$ cat src/rtl/bus_rr_arbiter_if.sv
// Host/device bus bundle for the round-robin arbiter.
// Member names carry the arbiter's point of view (_i into the arbiter, _o out of it).
// The slave modport is the arbiter itself; the master modport is everything around
// it (the requesting hosts, the devices and the window configuration).
interface bus_rr_arbiter_if #(
   parameter int unsigned NrHosts      = 2,
   parameter int unsigned NrDevices    = 1,
   parameter int unsigned DataWidth    = 32,
   parameter int unsigned AddressWidth = 32
);

   // Host side
   logic [NrHosts-1:0]                   host_req_i;
   logic [NrHosts-1:0]                   host_gnt_o;
   logic [NrHosts-1:0][AddressWidth-1:0] host_addr_i;
   logic [NrHosts-1:0]                   host_we_i;
   logic [NrHosts-1:0][DataWidth-1:0]    host_wdata_i;
   logic [NrHosts-1:0]                   host_rvalid_o;
   logic [NrHosts-1:0]                   host_err_o;
   logic [NrHosts-1:0][DataWidth-1:0]    host_rdata_o;

   // Device side
   logic [NrDevices-1:0]                   device_req_o;
   logic [NrDevices-1:0][AddressWidth-1:0] device_addr_o;
   logic [NrDevices-1:0]                   device_we_o;
   logic [NrDevices-1:0][DataWidth-1:0]    device_wdata_o;
   logic [NrDevices-1:0][DataWidth-1:0]    device_rdata_i;

   // Address window configuration
   logic [NrDevices-1:0][AddressWidth-1:0] cfg_device_addr_base;
   logic [NrDevices-1:0][AddressWidth-1:0] cfg_device_addr_mask;

   modport slave (
      input  host_req_i, host_addr_i, host_we_i, host_wdata_i,
      output host_gnt_o, host_rvalid_o, host_err_o, host_rdata_o,
      output device_req_o, device_addr_o, device_we_o, device_wdata_o,
      input  device_rdata_i,
      input  cfg_device_addr_base, cfg_device_addr_mask
   );

   modport master (
      output host_req_i, host_addr_i, host_we_i, host_wdata_i,
      input  host_gnt_o, host_rvalid_o, host_err_o, host_rdata_o,
      input  device_req_o, device_addr_o, device_we_o, device_wdata_o,
      output device_rdata_i,
      output cfg_device_addr_base, cfg_device_addr_mask
   );

endinterface

$ cat src/rtl/bus_rr_arbiter.sv
// Round-robin bus arbiter: shares the device ports among NrHosts requesters,
// decodes the winner's address against base/mask windows and routes the
// one-cycle-latency device response back to the host that was granted.
module bus_rr_arbiter #(
   parameter int unsigned NrHosts      = 2,
   parameter int unsigned NrDevices    = 1,
   parameter int unsigned DataWidth    = 32,
   parameter int unsigned AddressWidth = 32
) (
   input  logic            clk_i,
   input  logic            rst_ni,
   bus_rr_arbiter_if.slave bus
);

   localparam int unsigned HostIdxW = (NrHosts > 1)   ? $clog2(NrHosts)   : 1;
   localparam int unsigned DevIdxW  = (NrDevices > 1) ? $clog2(NrDevices) : 1;

   // Arbitration pointer and the captured response context
   logic [HostIdxW-1:0] prio_q, prio_d;
   logic [HostIdxW-1:0] host_q, host_d;
   logic [DevIdxW-1:0]  dev_q, dev_d;
   logic                miss_q, miss_d;
   logic                rvalid_q, rvalid_d;

   // Combinational grant and decode results for the current cycle
   logic                    gntValid;
   logic [HostIdxW-1:0]     gntIdx;
   logic [AddressWidth-1:0] winAddr;
   logic                    winWe;
   logic [DataWidth-1:0]    winWdata;
   logic                    hitAny;
   logic [DevIdxW-1:0]      hitIdx;

   // Round-robin pick: first requester at or above prio_q, otherwise wrap to the
   // lowest requester below it. Two passes avoid a modulo on the index.
   always_comb begin
      gntValid = 1'b0;
      gntIdx   = '0;
      for (int h = 0; h < int'(NrHosts); h++) begin
         if (!gntValid && bus.host_req_i[h] && (h >= int'(prio_q))) begin
            gntValid = 1'b1;
            gntIdx   = HostIdxW'(h);
         end
      end
      for (int h = 0; h < int'(NrHosts); h++) begin
         if (!gntValid && bus.host_req_i[h]) begin
            gntValid = 1'b1;
            gntIdx   = HostIdxW'(h);
         end
      end
   end

   // One-hot grant back to the hosts
   always_comb begin
      bus.host_gnt_o = '0;
      if (gntValid) begin
         bus.host_gnt_o[gntIdx] = 1'b1;
      end
   end

   // Winner's request fields; forced to zero when nobody is granted
   always_comb begin
      winAddr  = '0;
      winWe    = 1'b0;
      winWdata = '0;
      if (gntValid) begin
         winAddr  = bus.host_addr_i[gntIdx];
         winWe    = bus.host_we_i[gntIdx];
         winWdata = bus.host_wdata_i[gntIdx];
      end
   end

   // Address decode: lowest-indexed window that matches wins on overlap
   always_comb begin
      hitAny = 1'b0;
      hitIdx = '0;
      for (int d = 0; d < int'(NrDevices); d++) begin
         if (!hitAny &&
             ((winAddr & bus.cfg_device_addr_mask[d]) == bus.cfg_device_addr_base[d])) begin
            hitAny = 1'b1;
            hitIdx = DevIdxW'(d);
         end
      end
   end

   // Device strobes: address/data broadcast, req and we only to the decoded device
   always_comb begin
      bus.device_req_o = '0;
      bus.device_we_o  = '0;
      for (int d = 0; d < int'(NrDevices); d++) begin
         bus.device_addr_o[d]  = winAddr;
         bus.device_wdata_o[d] = winWdata;
      end
      if (gntValid && hitAny) begin
         bus.device_req_o[hitIdx] = 1'b1;
         bus.device_we_o[hitIdx]  = winWe;
      end
   end

   // Next state: advance the pointer past the winner and remember who to answer
   always_comb begin
      prio_d   = prio_q;
      host_d   = host_q;
      dev_d    = dev_q;
      miss_d   = miss_q;
      rvalid_d = gntValid;
      if (gntValid) begin
         prio_d = (gntIdx == HostIdxW'(NrHosts - 1)) ? '0 : gntIdx + 1'b1;
         host_d = gntIdx;
         dev_d  = hitIdx;
         miss_d = !hitAny;
      end
   end

   // State registers; reset drops any in-flight response immediately
   always_ff @(posedge clk_i or negedge rst_ni) begin
      if (!rst_ni) begin
         prio_q   <= '0;
         host_q   <= '0;
         dev_q    <= '0;
         miss_q   <= 1'b0;
         rvalid_q <= 1'b0;
      end else begin
         prio_q   <= prio_d;
         host_q   <= host_d;
         dev_q    <= dev_d;
         miss_q   <= miss_d;
         rvalid_q <= rvalid_d;
      end
   end

   // Response routing: only the host granted last cycle sees rvalid/err/rdata
   always_comb begin
      bus.host_rvalid_o = '0;
      bus.host_err_o    = '0;
      bus.host_rdata_o  = '0;
      if (rvalid_q) begin
         bus.host_rvalid_o[host_q] = 1'b1;
         bus.host_err_o[host_q]    = miss_q;
         if (!miss_q) begin
            bus.host_rdata_o[host_q] = bus.device_rdata_i[dev_q];
         end
      end
   end

endmodule

$ cat src/flat_wrapper.sv
// flat-port wrapper written by rule: the top's interface ports become plain ports
module bus_rr_arbiter_flat 
#(
   parameter int unsigned NrHosts      = 2,
   parameter int unsigned NrDevices    = 1,
   parameter int unsigned DataWidth    = 32,
   parameter int unsigned AddressWidth = 32
)
  (clk_i, rst_ni, bus_host_req_i, bus_host_addr_i, bus_host_we_i, bus_host_wdata_i, bus_host_gnt_o, bus_host_rvalid_o, bus_host_err_o, bus_host_rdata_o, bus_device_req_o, bus_device_addr_o, bus_device_we_o, bus_device_wdata_o, bus_device_rdata_i, bus_cfg_device_addr_base, bus_cfg_device_addr_mask);
  bus_rr_arbiter_if #(.NrHosts(NrHosts), .NrDevices(NrDevices), .DataWidth(DataWidth), .AddressWidth(AddressWidth)) bus_i ();
  input  logic clk_i;
  input  logic rst_ni;
  input wire logic [$bits(bus_i.host_req_i)-1:0] bus_host_req_i;
  input wire logic [$bits(bus_i.host_addr_i)-1:0] bus_host_addr_i;
  input wire logic [$bits(bus_i.host_we_i)-1:0] bus_host_we_i;
  input wire logic [$bits(bus_i.host_wdata_i)-1:0] bus_host_wdata_i;
  output wire logic [$bits(bus_i.host_gnt_o)-1:0] bus_host_gnt_o;
  output wire logic [$bits(bus_i.host_rvalid_o)-1:0] bus_host_rvalid_o;
  output wire logic [$bits(bus_i.host_err_o)-1:0] bus_host_err_o;
  output wire logic [$bits(bus_i.host_rdata_o)-1:0] bus_host_rdata_o;
  output wire logic [$bits(bus_i.device_req_o)-1:0] bus_device_req_o;
  output wire logic [$bits(bus_i.device_addr_o)-1:0] bus_device_addr_o;
  output wire logic [$bits(bus_i.device_we_o)-1:0] bus_device_we_o;
  output wire logic [$bits(bus_i.device_wdata_o)-1:0] bus_device_wdata_o;
  input wire logic [$bits(bus_i.device_rdata_i)-1:0] bus_device_rdata_i;
  input wire logic [$bits(bus_i.cfg_device_addr_base)-1:0] bus_cfg_device_addr_base;
  input wire logic [$bits(bus_i.cfg_device_addr_mask)-1:0] bus_cfg_device_addr_mask;
  assign bus_i.host_req_i = bus_host_req_i;
  assign bus_i.host_addr_i = bus_host_addr_i;
  assign bus_i.host_we_i = bus_host_we_i;
  assign bus_i.host_wdata_i = bus_host_wdata_i;
  assign bus_host_gnt_o = bus_i.host_gnt_o;
  assign bus_host_rvalid_o = bus_i.host_rvalid_o;
  assign bus_host_err_o = bus_i.host_err_o;
  assign bus_host_rdata_o = bus_i.host_rdata_o;
  assign bus_device_req_o = bus_i.device_req_o;
  assign bus_device_addr_o = bus_i.device_addr_o;
  assign bus_device_we_o = bus_i.device_we_o;
  assign bus_device_wdata_o = bus_i.device_wdata_o;
  assign bus_i.device_rdata_i = bus_device_rdata_i;
  assign bus_i.cfg_device_addr_base = bus_cfg_device_addr_base;
  assign bus_i.cfg_device_addr_mask = bus_cfg_device_addr_mask;
  bus_rr_arbiter #(.NrHosts(NrHosts), .NrDevices(NrDevices), .DataWidth(DataWidth), .AddressWidth(AddressWidth)) u_core (.clk_i(clk_i), .rst_ni(rst_ni), .bus(bus_i));
endmodule
$ cat config.mk
export PLATFORM = sky130hd
export DESIGN_NAME = bus_rr_arbiter_flat
export DESIGN_NICKNAME = d
export VERILOG_FILES = /design/src/rtl/bus_rr_arbiter_if.sv /design/src/rtl/bus_rr_arbiter.sv /design/src/flat_wrapper.sv
export SDC_FILE = /design/constraint.sdc
export NUM_CORES = 1
export LEC_CHECK = 0
export BUFFER_PORTS_ARGS = -buffer_cell sky130_fd_sc_hd__buf_2
export CAP_MARGIN = 20
export CORE_AREA = 5 5 137 139
export DETAILED_ROUTE_END_ITERATION = 8
export DIE_AREA = 0 0 142 144
export PLACE_DENSITY_LB_ADDON = 0.2
export SLEW_MARGIN = 20
export SYNTH_ARGS = -nofsm -noshare
export SYNTH_HDL_FRONTEND = slang
export SYNTH_SLANG_ARGS = --single-unit
$ cat constraint.sdc
create_clock -name clk_i -period 3 [get_ports clk_i]
set_input_delay 0.3 -clock clk_i [delete_from_list [all_inputs] [get_ports clk_i]]
set_output_delay 0.3 -clock clk_i [all_outputs]
set_load 0.02 [all_outputs]
==> metrics.md <==
| Metric | Value |
|---|---|
| Outcome | `finished, final reports clean` |
| Min-delay src | `bus_host_req_i[1]` |
| Seq pwr share | `6.6%` |
| Slowest cell delay on critical path | `0.57 ns` |
| FF-to-FF End | `u_core.miss_q$_DFFE_PN0N_` |
| Setup ws final | `0.0612 ns` |
| IO Pins | `366` |
| Most frequent cells in the layout | `buf_2, nand2_1, nor2_1, o21ai_0, inv_1` |
| CP arrival | `2.64 ns` |
| CP required | `2.70 ns` |
| Row cnt | `49` |
| CP most frequent cell | `buf_6` |
| CP Class | `reg2out` |
| GRT Overall Usage | `11.2%` |
| EDFF count, synth | `0` |
| Mapped cell area | `2090 µm²` |
| HP Class | `in2reg` |
| Sw Pwr | `0.460 mW` |
| Initial antenna violation count | `1` |
| Clock Sinks | `4` |
| Crit path cell chain | `buf_6 > nand2b_4 > a32oi_4 > nor3_1 > nand4b_1 > or4_4 > nor4_4 > buf_4 > and4_1 > buf_6` |
| Final Max Tran Viols | `0` |
| Post-synth top flop | `dfrtp_1` |
| Clk network pwr share | `20.8%` |
| Worst Path Buf+Inv | `3` |
| Maximum fanout along the worst path | `5` |
| Fin crit period | `2.94 ns` |
| CTS tree | `built` |
| Reg2reg setup slack | `0.65 ns` |
| Sequential fraction of the synthesis area | `4.78%` |
| GP Congestion | `0.810` |
| Synthesized Nets | `612` |
| Synth warn | `0` |
| RSZ-0062 raised after global routing | `true` |
| Largest net degree at the start of global routing | `69` |
| DR iter-0 viols | `98` |
| Actual slew at the worst max-slew pin | `0.567 ns` |
| DRC | `0` |
| Max Clk Rate | `340 MHz` |
| Synth-to-Final Area Change | `110%` |
| Crit. path cell count | `10` |
| Clock transition at the registers of the reported paths | `0.03 ns` |
| Switching Fraction | `46.1%` |
| Commonest non-fill, non-tap cell in the layout | `buf_2` |
| CTS Buf Count | `3` |
| Share of cells above drive strength 1 | `55.2%` |
| Initial Utilization | `11.9%` |
| Clock latency at the later pin of the worst-skew pair | `0.22 ns` |
| Vias in the first global route | `3580` |
| Diodes inserted | `0` |
| Final instance area | `4400 µm²` |
| Routed Antenna Nets | `0` |
| Final setup fails | `0` |
| Max-slew headroom | `62.1%` |
| Syn Inst Count | `382` |
| CP endpoint kind | `output port` |
| Grt ovf | `0` |
| Leak pwr | `2.56 nW` |
| CP max-delay cell | `or4_4` |
| Post-synth ARST share | `100%` |
| PD cells | `227 nW/µm²` |
| H-tree depth reported by CTS | `1` |
| Reg2Reg Launch Point | `u_core.prio_q$_DFFE_PN0N_` |
| Crit path launch type | `flop` |
| Synth Register Bits | `4` |
| Cell family with most CP delay | `simple AND/OR/NAND/NOR gates` |
| Buffers on Ports | `365` |
| Crit path from | `u_core.prio_q$_DFFE_PN0N_` |
| First-pass GRT wire length | `18500 µm` |
| Die ar. | `20400 µm²` |
| Worst-case clock buffer depth | `2` |
| Int Power | `0.537 mW` |
| R2R cell count | `9` |
| Clk root buf | `clkbuf_16` |
| Routed via count | `3831` |
| Worst hold slack | `0.438 ns` |
| DP Worst Slack | `0.0419 ns` |
| Final Routed Wirelength | `13500 µm` |
| Initial DRT Pass Iterations | `4` |
| Hold Vio Cnt, Final | `0` |
| Detailed Place HPWL | `11800 µm` |
| Drt wl/cell | `14.0 µm` |
| Die span in x | `142 µm` |
| Total Nets Final | `968` |
| Area post-placement | `4170 µm²` |
| Post-synthesis area per instance | `5.48 µm²` |
| Core ar. | `17500 µm²` |
| Combinational power share | `72.6%` |
| DIE HEIGHT | `144 µm` |
| CP endpoint | `bus_device_we_o` |
| Max-cap check violation count | `0` |
| Synth cell types | `45` |
| Peak VDD IR | `0.000188 V` |
| Via density | `3.97` |
| Final Skew | `0.00151 ns` |
| Final worst-path cycle share | `98.0%` |
==> cell type report <==
type | count | area (µm²)
Tap cell | 229 | 287
Multi-Input combinational cell | 325 | 1830
Inverter | 22 | 82.6
Clock buffer | 3 | 75.1
Fill cell | 2003 | 13100
Sequential cell | 4 | 101
Timing Repair Buffer | 382 | 2020
==> how the worst min path moves through the flow <==
stage,to,cells after the start
after CTS,u_core.prio_q$_DFFE_PN0N_,2
after floorplan,u_core.host_q$_DFFE_PN0N_,0
final,u_core.prio_q$_DFFE_PN0N_,2
after global routing,u_core.prio_q$_DFFE_PN0N_,2
after global placement,u_core.rvalid_q$_DFF_PN0_,1
after detailed placement,u_core.rvalid_q$_DFF_PN0_,1
==> Yosys cell counts (3+ instances only) <==
library cell	n	share of area, %
nand2_1	117	21
nor2_1	67	12
o21ai_0	38	9.1
clkbuf_1	23	4.1
inv_1	21	3.8
a32o_1	18	8.6
xor2_1	11	4.6
a32oi_1	8	3.3
xnor2_1	5	2.1
a21boi_0	4	1.4
buf_2	4	0.96
buf_6	4	2.2
dfrtp_1	4	4.8
nand3b_1	4	1.4
nor3_1	4	0.96
a21o_1	3	1.1
a32o_2	3	1.6
and3_1	3	0.90
nor2b_1	3	0.90
==> layer usage <==
metal | up-vias | GRT usage (%) | share of wire, %
li1 | 2012 | - | -
met1 | 1605 | 12.5 | 37
met2 | 198 | 21.4 | 51
met3 | 14 | 3.37 | 10
met4 | 2 | 1.11 | 1.1
met5 | - | 0 | 0.052
==> power by group through the flow <==
stage,Combinational (mW),Sequential [mW],Clock (mW)
final,0.724,0.0654,0.208
after CTS,0.726,0.0651,0.213
after detailed placement,0.700,0.0648,0
after global placement,0.706,0.0644,0
after global routing,0.788,0.0662,0.221
after floorplan,0.389,0.0626,0
==> worst reg2reg max path, cell delays in order, from the launching register on <==
cell,delay [ns]
dfrtp_2,0.44
buf_6,0.13
nand2b_4,0.16
a32oi_4,0.26
nor3_1,0.07
nand4b_1,0.17
or4_4,0.57
nor4_4,0.14
buf_4,0.16
a31oi_1,0.09
==> through the flow <==
step / util (%) / power, mW / TNS [ns] / instances
after floorplan: - / 0.451 / 0 / 382
after global placement: 23.8 / 0.771 / 0 / 957
after detailed placement: 23.8 / 0.765 / 0 / 957
after CTS: 24.8 / 1.00 / 0 / 965
after global routing: 25.1 / 1.08 / -0.173 / 965
final: 25.1 / 0.997 / 0 / 965
==> registers in the layout, indices dropped and copies added (netlist names) <==
register,cells
u_core.host_q,1
u_core.miss_q,1
u_core.prio_q,1
u_core.rvalid_q,1
==> logic make-up (layout without fill, tap and decap cells) <==
group / count (synthesis) / count (layout) / synth area share [%]
compound gates: 87 / 87 / 31.1
xor+xnor: 16 / 16 / 6.69
buf+inv: 54 / 407 / 11.5
simple gates: 221 / 222 / 45.9
flops: 4 / 4 / 4.78
==> timing repair <==
action / 4_1_cts / 5_1_grt
hold buffers: 1 / 0
pin swaps: 5 / 3
setup buffers: 3 / 0
gates cloned: 1 / 0
endpoints found under the setup margin: 2 / 2
endpoints found under the hold margin: 4 / 0
gates resized for setup: 11 / 9
Note: power is estimated with default switching activity, not from simulation.
